### src/rtl/acorn128_pkg.sv
// Shared constants, phase encoding and boolean helpers for the bit-serial
// ACORN-128 (v3) datapath, used by both the encrypt and decrypt tops.
package acorn128_pkg;

  localparam int STATE_W = 293;
  localparam int BLOCK_W = 128;
  localparam int CNT_W   = 12;

  typedef logic [2:0] phase_t;

  localparam phase_t PH_IDLE  = 3'd0;
  localparam phase_t PH_INIT  = 3'd1;
  localparam phase_t PH_AD    = 3'd2;
  localparam phase_t PH_MSG   = 3'd3;
  localparam phase_t PH_FINAL = 3'd4;
  localparam phase_t PH_DONE  = 3'd5;

  localparam logic [CNT_W-1:0] INIT_STEPS  = 12'd1792;
  localparam logic [CNT_W-1:0] PAD_STEPS   = 12'd256;
  localparam logic [CNT_W-1:0] FINAL_STEPS = 12'd768;
  localparam logic [CNT_W-1:0] BLOCK_STEPS = 12'd128;
  localparam logic [CNT_W-1:0] DATA_STEPS  = BLOCK_STEPS + PAD_STEPS;
  localparam logic [CNT_W-1:0] INIT_LAST   = INIT_STEPS - 12'd1;
  localparam logic [CNT_W-1:0] DATA_LAST   = DATA_STEPS - 12'd1;
  localparam logic [CNT_W-1:0] CA_STEPS    = 12'd256;
  localparam logic [CNT_W-1:0] KEY_FLIP    = 12'd256;
  localparam logic [CNT_W-1:0] TAG_FIRST   = FINAL_STEPS - BLOCK_STEPS;

  // Keystream taps
  localparam int KS_T0  = 12;
  localparam int KS_T1  = 154;
  localparam int KS_MJ0 = 235;
  localparam int KS_MJ1 = 61;
  localparam int KS_MJ2 = 193;
  localparam int KS_CH0 = 230;
  localparam int KS_CH1 = 111;
  localparam int KS_CH2 = 66;

  // Feedback taps
  localparam int F_T0  = 0;
  localparam int F_T1  = 107;
  localparam int F_MJ0 = 244;
  localparam int F_MJ1 = 23;
  localparam int F_MJ2 = 160;
  localparam int F_CA  = 196;

  function automatic logic maj(input logic x, input logic y, input logic z);
    return (x & y) ^ (x & z) ^ (y & z);
  endfunction

  function automatic logic ch(input logic x, input logic y, input logic z);
    return (x & y) ^ (~x & z);
  endfunction

endpackage

### src/rtl/acorn128_step.sv
// One combinational ACORN-128 v3 state-update step. The keystream bit does not
// depend on m, so callers may derive m from ks (decryption) without a loop.
module acorn128_step
  import acorn128_pkg::*;
(
  input  logic [STATE_W-1:0] state,
  input  logic               m,
  input  logic               ca,
  input  logic               cb,
  output logic [STATE_W-1:0] state_next,
  output logic               ks
);

  logic [STATE_W-1:0] s;
  logic               f;

  // NOTE: s takes a full default before the partial overrides, so no bit can
  // hold its previous value and infer a latch.
  always_comb begin
    s = state;
    // The six LFSR boundaries all read pre-update values.
    s[289] = state[289] ^ state[235] ^ state[230];
    s[230] = state[230] ^ state[196] ^ state[193];
    s[193] = state[193] ^ state[160] ^ state[154];
    s[154] = state[154] ^ state[111] ^ state[107];
    s[107] = state[107] ^ state[66]  ^ state[61];
    s[61]  = state[61]  ^ state[23]  ^ state[0];
  end

  assign ks = s[KS_T0] ^ s[KS_T1]
            ^ maj(s[KS_MJ0], s[KS_MJ1], s[KS_MJ2])
            ^ ch(s[KS_CH0], s[KS_CH1], s[KS_CH2]);

  assign f = s[F_T0] ^ ~s[F_T1]
           ^ maj(s[F_MJ0], s[F_MJ1], s[F_MJ2])
           ^ (ca & s[F_CA]) ^ (cb & ks);

  assign state_next = {f ^ m, s[STATE_W-1:1]};

endmodule

### src/rtl/acorn128_decrypt.sv
// Bit-serial ACORN-128 decrypt/verify: one update step per clock; plaintext is
// released only when the recomputed tag equals tag_in.
module acorn128_decrypt
  import acorn128_pkg::*;
(
  input  logic               clk,
  input  logic               rst,
  input  logic               start_in,
  input  logic [BLOCK_W-1:0] key_in,
  input  logic [BLOCK_W-1:0] iv_in,
  input  logic [BLOCK_W-1:0] associated_data_in,
  input  logic [BLOCK_W-1:0] ciphertext_in,
  input  logic [BLOCK_W-1:0] tag_in,
  output logic [BLOCK_W-1:0] plaintext_out,
  output logic [BLOCK_W-1:0] tag_out,
  output logic               auth_ok_out,
  output logic               busy_out,
  output logic               done_out,
  output logic               ready_out
);

  phase_t             phase;
  logic [CNT_W-1:0]   cnt;
  logic [STATE_W-1:0] state;
  logic [STATE_W-1:0] state_next;
  logic [BLOCK_W-1:0] key_q;
  logic [BLOCK_W-1:0] iv_q;
  logic [BLOCK_W-1:0] ad_q;
  logic [BLOCK_W-1:0] ct_q;
  logic [BLOCK_W-1:0] tag_q;
  logic [BLOCK_W-1:0] pt_shadow;
  logic [6:0]         bit_idx;
  logic               ks;
  logic               m;
  logic               ca;
  logic               cb;
  logic               step_en;
  logic               phase_last;
  logic               tag_match;

  assign bit_idx   = cnt[6:0];
  assign tag_match = (tag_out == tag_q);

  acorn128_step u_step (
    .state      (state),
    .m          (m),
    .ca         (ca),
    .cb         (cb),
    .state_next (state_next),
    .ks         (ks)
  );

  always_comb begin
    m          = 1'b0;
    ca         = 1'b1;
    cb         = 1'b1;
    step_en    = 1'b0;
    phase_last = 1'b0;
    case (phase)
      PH_INIT: begin
        step_en    = 1'b1;
        // The key repeats every 128 steps, so the low counter bits index it directly.
        m          = (cnt[11:7] == 5'd1) ? iv_q[bit_idx]
                                         : key_q[bit_idx] ^ (cnt == KEY_FLIP);
        phase_last = (cnt == INIT_LAST);
      end
      PH_AD: begin
        step_en    = 1'b1;
        m          = (cnt < BLOCK_STEPS) ? ad_q[bit_idx] : (cnt == BLOCK_STEPS);
        ca         = (cnt < CA_STEPS);
        phase_last = (cnt == DATA_LAST);
      end
      PH_MSG: begin
        step_en    = 1'b1;
        cb         = 1'b0;
        m          = (cnt < BLOCK_STEPS) ? (ct_q[bit_idx] ^ ks) : (cnt == BLOCK_STEPS);
        ca         = (cnt < CA_STEPS);
        phase_last = (cnt == DATA_LAST);
      end
      PH_FINAL: begin
        // The extra count past the last step is the verify cycle.
        step_en = (cnt != FINAL_STEPS);
      end
      default: ;
    endcase
  end

  // NOTE: sequential state uses non-blocking assignments so every register
  // samples pre-edge values regardless of statement order.
  always_ff @(posedge clk) begin
    if (rst) begin
      phase         <= PH_IDLE;
      cnt           <= '0;
      state         <= '0;
      key_q         <= '0;
      iv_q          <= '0;
      ad_q          <= '0;
      ct_q          <= '0;
      tag_q         <= '0;
      pt_shadow     <= '0;
      plaintext_out <= '0;
      tag_out       <= '0;
      auth_ok_out   <= 1'b0;
      busy_out      <= 1'b0;
      done_out      <= 1'b0;
      ready_out     <= 1'b0;
    end else begin
      done_out <= 1'b0;
      if (step_en) begin
        state <= state_next;
        cnt   <= phase_last ? '0 : cnt + CNT_W'(1);
      end
      case (phase)
        PH_IDLE, PH_DONE: begin
          if (start_in) begin
            key_q         <= key_in;
            iv_q          <= iv_in;
            ad_q          <= associated_data_in;
            ct_q          <= ciphertext_in;
            tag_q         <= tag_in;
            state         <= '0;
            cnt           <= '0;
            pt_shadow     <= '0;
            plaintext_out <= '0;
            auth_ok_out   <= 1'b0;
            ready_out     <= 1'b0;
            busy_out      <= 1'b1;
            phase         <= PH_INIT;
          end
        end
        PH_INIT: if (phase_last) phase <= PH_AD;
        PH_AD:   if (phase_last) phase <= PH_MSG;
        PH_MSG: begin
          if (cnt < BLOCK_STEPS) pt_shadow <= {m, pt_shadow[BLOCK_W-1:1]};
          if (phase_last) phase <= PH_FINAL;
        end
        PH_FINAL: begin
          if (!step_en) begin
            phase         <= PH_DONE;
            done_out      <= 1'b1;
            ready_out     <= 1'b1;
            busy_out      <= 1'b0;
            auth_ok_out   <= tag_match;
            plaintext_out <= tag_match ? pt_shadow : '0;
          end else if (cnt >= TAG_FIRST) begin
            tag_out <= {ks, tag_out[BLOCK_W-1:1]};
          end
        end
        default: phase <= PH_IDLE;
      endcase
    end
  end

endmodule

### config.mk
export PLATFORM = sky130hd
export DESIGN_NAME = acorn128_decrypt
export DESIGN_NICKNAME = d
export VERILOG_FILES = /design/src/rtl/acorn128_pkg.sv /design/src/rtl/acorn128_step.sv /design/src/rtl/acorn128_decrypt.sv
export SDC_FILE = /design/constraint.sdc
export NUM_CORES = 2
export LEC_CHECK = 0
export CAP_MARGIN = 20
export CORE_ASPECT_RATIO = 0.6
export CORE_MARGIN = 2
export CORE_UTILIZATION = 27
export CTS_CLUSTER_DIAMETER = 40
export DETAILED_ROUTE_END_ITERATION = 16
export GPL_TIMING_DRIVEN = 0
export PLACE_DENSITY = 0.5
export SYNTH_ARGS = -nofsm -noshare
export SYNTH_HDL_FRONTEND = slang
export SYNTH_SLANG_ARGS = --single-unit
### constraint.sdc
create_clock -name clk -period 4.8 [get_ports clk]
set_input_delay 0.96 -clock clk [delete_from_list [all_inputs] [get_ports clk]]
set_output_delay 0.96 -clock clk [all_outputs]
set_load 0.005 [all_outputs]
* Word-level counts from Yosys, hierarchy flattened
Cells that the tools add are included.
Word-level totals: logic and storage cells 134, output and inout bits 260, register bits 1336
Operators by class: bitwise operators 40, add/subtract/negate cells 1, order comparisons 4, reduce and logical (&&, ||, !) cells 12, eq/ne operators 18, muxes and demuxes 44
Operators by type and width (count):
- 293-bit 2-to-1 mux | 3
- 128-bit 2-to-1 mux | 4
- 128-bit one-hot mux with 2 select lines | 2
- 128-bit equality test | 1
- 12-bit 2-to-1 mux | 4
- 1-bit binary-select mux with 7-bit select | 4
- 1-bit XOR | 27
- 12-bit by 9-bit equality test with 1-bit output (second input constant) | 2
- 1-bit 2-to-1 mux | 15
- 3-bit 2-to-1 mux | 5
- 3-bit one-hot mux with 5 select lines | 1
- 12-bit by 1-bit adder with 12-bit output (second input constant) | 1
- 12-bit by 11-bit equality test with 1-bit output (second input constant) | 1
- 12-bit by 8-bit equality test with 1-bit output (second input constant) | 1
- 12-bit by 10-bit >= comparator with 1-bit output (second input constant) | 1
- 12-bit by 8-bit < comparator with 1-bit output (second input constant) | 1
- 12-bit by 9-bit < comparator with 1-bit output (second input constant) | 1
- 12-bit by 10-bit != test with 1-bit output (second input constant) | 1
- 2-bit != test (second input constant) | 6
- 1-bit bitwise AND | 10
- 1-bit one-hot mux with 2 select lines | 5
- 3-bit AND reduction | 3
- 7-bit by 8-bit < comparator with 1-bit output (second input constant) | 1
- 3-bit by 2-bit equality test with 1-bit output (second input constant) | 2
- 11 further kinds | 17

* Depth between registers and ports, before layout
depth in word-level cells 14, mapped depth 15, depth with buffers taken out 10

* Cells and area by module
A second synthesis with hierarchy kept.
Unflattened totals: cell total of the unflattened synthesis 6608, area, all modules 54195.7 um2
By module, submodules not included:
- acorn128_decrypt | area an instance 51779.7 um2, cells an instance 6297, times used 1
- acorn128_step | area an instance 2416.1 um2, cells an instance 311, times used 1

* Worst setup path before layout
No wires, ideal clock.
path type flip-flop to flip-flop, start point register cnt[0], end point register plaintext_out[113], clock period less this slack 2.925 ns, library setup time 0.065 ns, stages on the path, launching flop included 16, slack 1.875 ns, arrival time 2.860 ns, cell sequence dfxtp_1 buf_6 buf_6 buf_6 buf_6 clkinv_1 ha_1 nand4b_1 o21a_1 clkbuf_1 nand2b_1 nor4_1 clkbuf_1 clkbuf_1 a22oi_1 nor2_1
On the way: cells in the longest elaborated chain, start to end 4
RTL lines:
- start, declared | RTL line acorn128_decrypt.sv:23 | logic [CNT_W-1:0] cnt;
- start signal, assigned | RTL line acorn128_decrypt.sv:111 | cnt <= phase_last ? '0 : cnt + CNT_W'(1);
- 12-bit by 10-bit != test with 1-bit output | RTL line acorn128_decrypt.sv:82 | step_en = (cnt != FINAL_STEPS);
- 1-bit one-hot mux with 2 select lines | RTL line acorn128_decrypt.sv:59 | case (phase)
- 2-bit != test (no source line)
- 3-bit AND reduction (no source line)
- end signal, assigned | RTL line acorn128_decrypt.sv:144 | plaintext_out <= tag_match ? pt_shadow : '0;
- end, declared | RTL line acorn128_decrypt.sv:14 | output logic [BLOCK_W-1:0] plaintext_out,
Every way passes these cells. A chain may end at the register's enable or synchronous reset.

* Final worst setup path
start point register cnt[0], end point register plaintext_out[127]
Same word-level chain as after synthesis.

==> results.txt <==
- Synthesis produced a netlist whose cell count is 6,323.
- Cell depth of the worst setup path: 15
- At the pin with the least slew margin, the transition time is 1.23 ns.
- Crit path max-delay cell type: sky130_fd_sc_hd__nand2b_2
- STA classifies the critical path endpoint as a flip-flop.
- The routed layout has roughly 49,000 vias.
- The critical path is of the reg2reg type.
- Measured against its own limit, the worst slew margin works out to 17.9%.
- Input and output buffers added on the ports amount to ~900.
- Violation count after the first detailed-routing iteration: 4,875
* Effective utilization at floorplan: 27.2%
- Setup slack on the critical path of the routed design comes to 0.0837 ns.
- Worst path top cell family by delay: buffers and inverters
- After synthesis, the share of cell area in mux cells is just under 6%.
- Fraction of the mapped netlist area in compound gates: roughly 15%
* Maximum resistive drop on vdd: 0.000260 V
- Total Nets Final: 8,049
- The floorplan has 124 rows.
- Critical path, cell by cell: buf_6 > buf_6 > buf_6 > buf_6 > clkinvlp_4 > ha_1 > nand4b_1 > o21a_1 > clkbuf_1 > nand2b_2 > nor4_4 > clkbuf_2 > clkbuf_1 > a22oi_1 > nor2_1
- After detailed routing, the average wire length per cell comes to between 20 and 25 um.
- The synthesized netlist occupies a cell area of a little over 50,000 um^2.
- Number of endpoints failing setup at the final stage: 0
- CP arrival: 5.36 ns
* Worst Hold Class: reg2reg
- Cts bufs inserted: 164
- Simple logic cell fraction of the synthesized area: 20.5%
- During I/O placement, the number of pins put on the boundary was 903.
* Most used standard cells in the synthesized netlist: sky130_fd_sc_hd__nand2_1, sky130_fd_sc_hd__dfxtp_1, sky130_fd_sc_hd__a21oi_1, sky130_fd_sc_hd__clkbuf_1, sky130_fd_sc_hd__nor2_1
- Wire length after detailed routing: 231,000 um
- The die covers 195,000 um^2.
- For the finished layout, the period the worst path requires is about 4.7 ns.
- In this run the worst path has a maximum fanout of 10.
- Timing endpoint of the critical path: plaintext_out[127]$_SDFFE_PP0P_
- The clock passes through at most 4 buffers.
- Data on the critical path is required at its endpoint by 5.44 ns.
* Beginning of the critical path: cnt[0]$_SDFF_PP0_
- Pwr per Cell Area: 383 nW/um^2
- Fraction of the yosys area taken by sequential cells: 51.7%
- Synthesized flop and latch total: 1,336
- In this run the mean area of a mapped cell was ~8.2 um^2.
* Delay of the slowest cell on the worst path: 0.48 ns
- Clock tree synthesis selected as its root buffer the cell sky130_fd_sc_hd__clkbuf_16.
- TritonCTS clock tree: done
- Cell occurring most often along the worst timing path: sky130_fd_sc_hd__buf_6
- The run finished with clean final reports.
* FF-to-FF path depth: 15
- Cell types with the largest area share after synthesis: sky130_fd_sc_hd__dfxtp_1, sky130_fd_sc_hd__nand2_1, sky130_fd_sc_hd__a21oi_1
- Area added between synthesis and finish: 34.5%
* First-pass GRT wire length: 325,000 um
* Global placement routability congestion: 0.941
- The worst path uses 98.3% of the clock period.
- The number of global-route vias before repair came to 46,100.
* Remaining Overflow, GRT: 0
- Global routing consumed, over all layers together, between 20% and 30% of the routing resources.
* Startpoint kind of the worst setup timing path: flip-flop
* Clock Latency Late Sink: 0.79 ns
* Xor and xnor area share after synthesis: under 10%
- Number of hold violations in the final report: 0
- The region available for standard cell placement spans around 190,000 um^2.
* Worst-case clock skew: 0.0576 ns
- Reg2Reg Launch Point: cnt[0]$_SDFF_PP0_
- Clock-pin slew was measured on the worst setup and hold paths at 0.06 ns.
- Setup repair after global routing left no endpoint under its margin.
* Worst reg2reg setup slack: roughly 0.084 ns
- For this design the static power due to leakage is 0.0235 uW.
- In the routed design, unresolved DRC markers number 0.
* Setup slack at placement: -0.526 ns
- WP buf/inv: 8
- The die is between 500 and 600 um wide.
* Fraction of layout instances using a drive strength above 1: roughly 6%
- Max_cap viols: 0
* Die height: 343 um
- Mapped Nets: 6,968
- Dominant combinational cell family by area after synthesis: simple AND/OR/NAND/NOR gates
* Total number of clock tree sinks: between 1,000 and 1,500
- Based on the critical path, the design can be clocked at up to 212 MHz.
- Pin count of the biggest net entering global routing: 15
* Count of flip-flops with a built-in enable after synthesis: 0
- Once detail routing completed, the nets flagged for antenna violations numbered 0.
- Number of H-tree levels: 4
- In this run, distinct cell masters in the synthesized netlist total 66.
- Of the post-synthesis cell area, the dominant cell type holds between 50% and 60%.
* Number of pins exceeding their max-slew limit in the final report: 0
* Pre-antenna DRT Iters: 7
- Number of antenna violations at the first check in global routing: 39
* Detail Placement HPWL: 184,000 um
* Adder-cell share of the synthesized area: 0.106%
- Of all flip-flops after synthesis, the portion carrying an async set or reset was 0%.
- sky130_fd_sc_hd__nand2_1 is the most common cell in the netlist.
- The worst register-to-register path ends at plaintext_out[127]$_SDFFE_PP0P_.
- Dividing the detail-routed via count by the number of cells gives 4.91.
- The most used flip-flop cell after synthesis is sky130_fd_sc_hd__dfxtp_1.
- After routing, the total negative slack on setup checks comes to 0 ns.
* Synth Warn #: 0
* Top cell type by total area after synthesis: sky130_fd_sc_hd__dfxtp_1
-- flip-flops by register name (all words and copies together) (netlist names) --
| register | flops |
|---|---|
| state | 293 |
| ad_q | 128 |
| ct_q | 128 |
| iv_q | 128 |
| key_q | 128 |
| plaintext_out | 128 |
| pt_shadow | 128 |
| tag_out | 128 |
| tag_q | 128 |
| cnt | 12 |
| phase | 3 |
| auth_ok_out | 1 |
| busy_out | 1 |
| done_out | 1 |
| ready_out | 1 |
-- layer usage --
metal / share of wire, % / GRT usage (%)
met5: 0.020 / 0
met4: 2.4 / 6.30
met3: 7.2 / 4.72
met2: 43 / 33.7
met1: 48 / 33.1
-- worst register-to-register path, cell delays in order (launching register included) --
cell,delay (ns)
sky130_fd_sc_hd__dfxtp_1,0.38
sky130_fd_sc_hd__buf_6,0.21
sky130_fd_sc_hd__buf_6,0.34
sky130_fd_sc_hd__buf_6,0.33
sky130_fd_sc_hd__buf_6,0.37
sky130_fd_sc_hd__clkinvlp_4,0.40
sky130_fd_sc_hd__ha_1,0.34
sky130_fd_sc_hd__nand4b_1,0.10
sky130_fd_sc_hd__o21a_1,0.12
sky130_fd_sc_hd__clkbuf_1,0.34
sky130_fd_sc_hd__nand2b_2,0.48
sky130_fd_sc_hd__nor4_4,0.16
sky130_fd_sc_hd__clkbuf_2,0.35
sky130_fd_sc_hd__clkbuf_1,0.36
sky130_fd_sc_hd__a22oi_1,0.23
sky130_fd_sc_hd__nor2_1,0.06
-- kinds of logic after synthesis --
group	count (synthesis)
xor gates and xnor gates	161
AOI/OAI and AO/OA	1429
and+or+nand+nor	2710
buffers and inverters	518
DFF	1336
adders and majority gates	5
muxes	164
-- per-stage QoR --
stage	hold WS (ns)	total power [uW]	area, um^2	utilization [%]	cells
3_5_place_dp	0.440	14400	64100	33.7	9758
4_1_cts	0.420	26800	69400	36.5	10000
2_1_floorplan	0.432	13000	51700	-	6323
5_1_grt	0.443	27500	69500	36.5	10100
6_report	0.414	26600	69500	36.5	10100
3_3_place_gp	0.438	14300	63900	33.5	9744
-- cells in the final DEF (no fill, tap or decap), drive strengths merged, types with 25 or more instances in the layout --
cell type and instances:
clkinv 38, clkbuf 652, dfxtp 1336, mux2i 51, nand4 25, mux4 107
buf 76, nand2 2290, xor2 70, diode 28, inv 25, a22oi 142
a21oi 1211, nor4 29, clkdlybuf4s50 901, nor2 169, nand3 147, xnor2 91
-- cell type report --
type,instances,area [um^2]
sequential,1336,26700
tap,2520,3150
fill,19500,121000
inverter,9,37.5
antenna,28,70.1
multi-input combinational,4469,22800
clock inverter,84,868
clock buffer,205,4460
buffer,507,2110
timing repair buffer,917,9240
-- report_power, final --
group          switching, uW  total, uW  internal, uW
Combinational           1520       2550          1030
Clock                   5180      12400          7250
Sequential               194      11600         11400
-- what timing repair did --
item	in CTS	in global routing
endpoints found under the setup margin	212	372
setup buffers	0	0
hold buffers	0	0
resized for setup	4	4
pin swaps	0	1
gates cloned	0	0
-- worst min-delay path by stage --
stage,from,endpoint,cells after the start
2_1_floorplan,iv_q[25]$_SDFFE_PP0P_,iv_q[25]$_SDFFE_PP0P_,2
3_3_place_gp,state[94]$_SDFF_PP0_,state[94]$_SDFF_PP0_,2
3_5_place_dp,busy_out$_SDFFE_PP0P_,busy_out$_SDFFE_PP0P_,2
4_1_cts,state[168]$_SDFF_PP0_,state[167]$_SDFF_PP0_,2
5_1_grt,state[198]$_SDFF_PP0_,state[197]$_SDFF_PP0_,2
6_report,state[168]$_SDFF_PP0_,state[167]$_SDFF_PP0_,2
No activity file was read; power rests on OpenSTA's default activity.
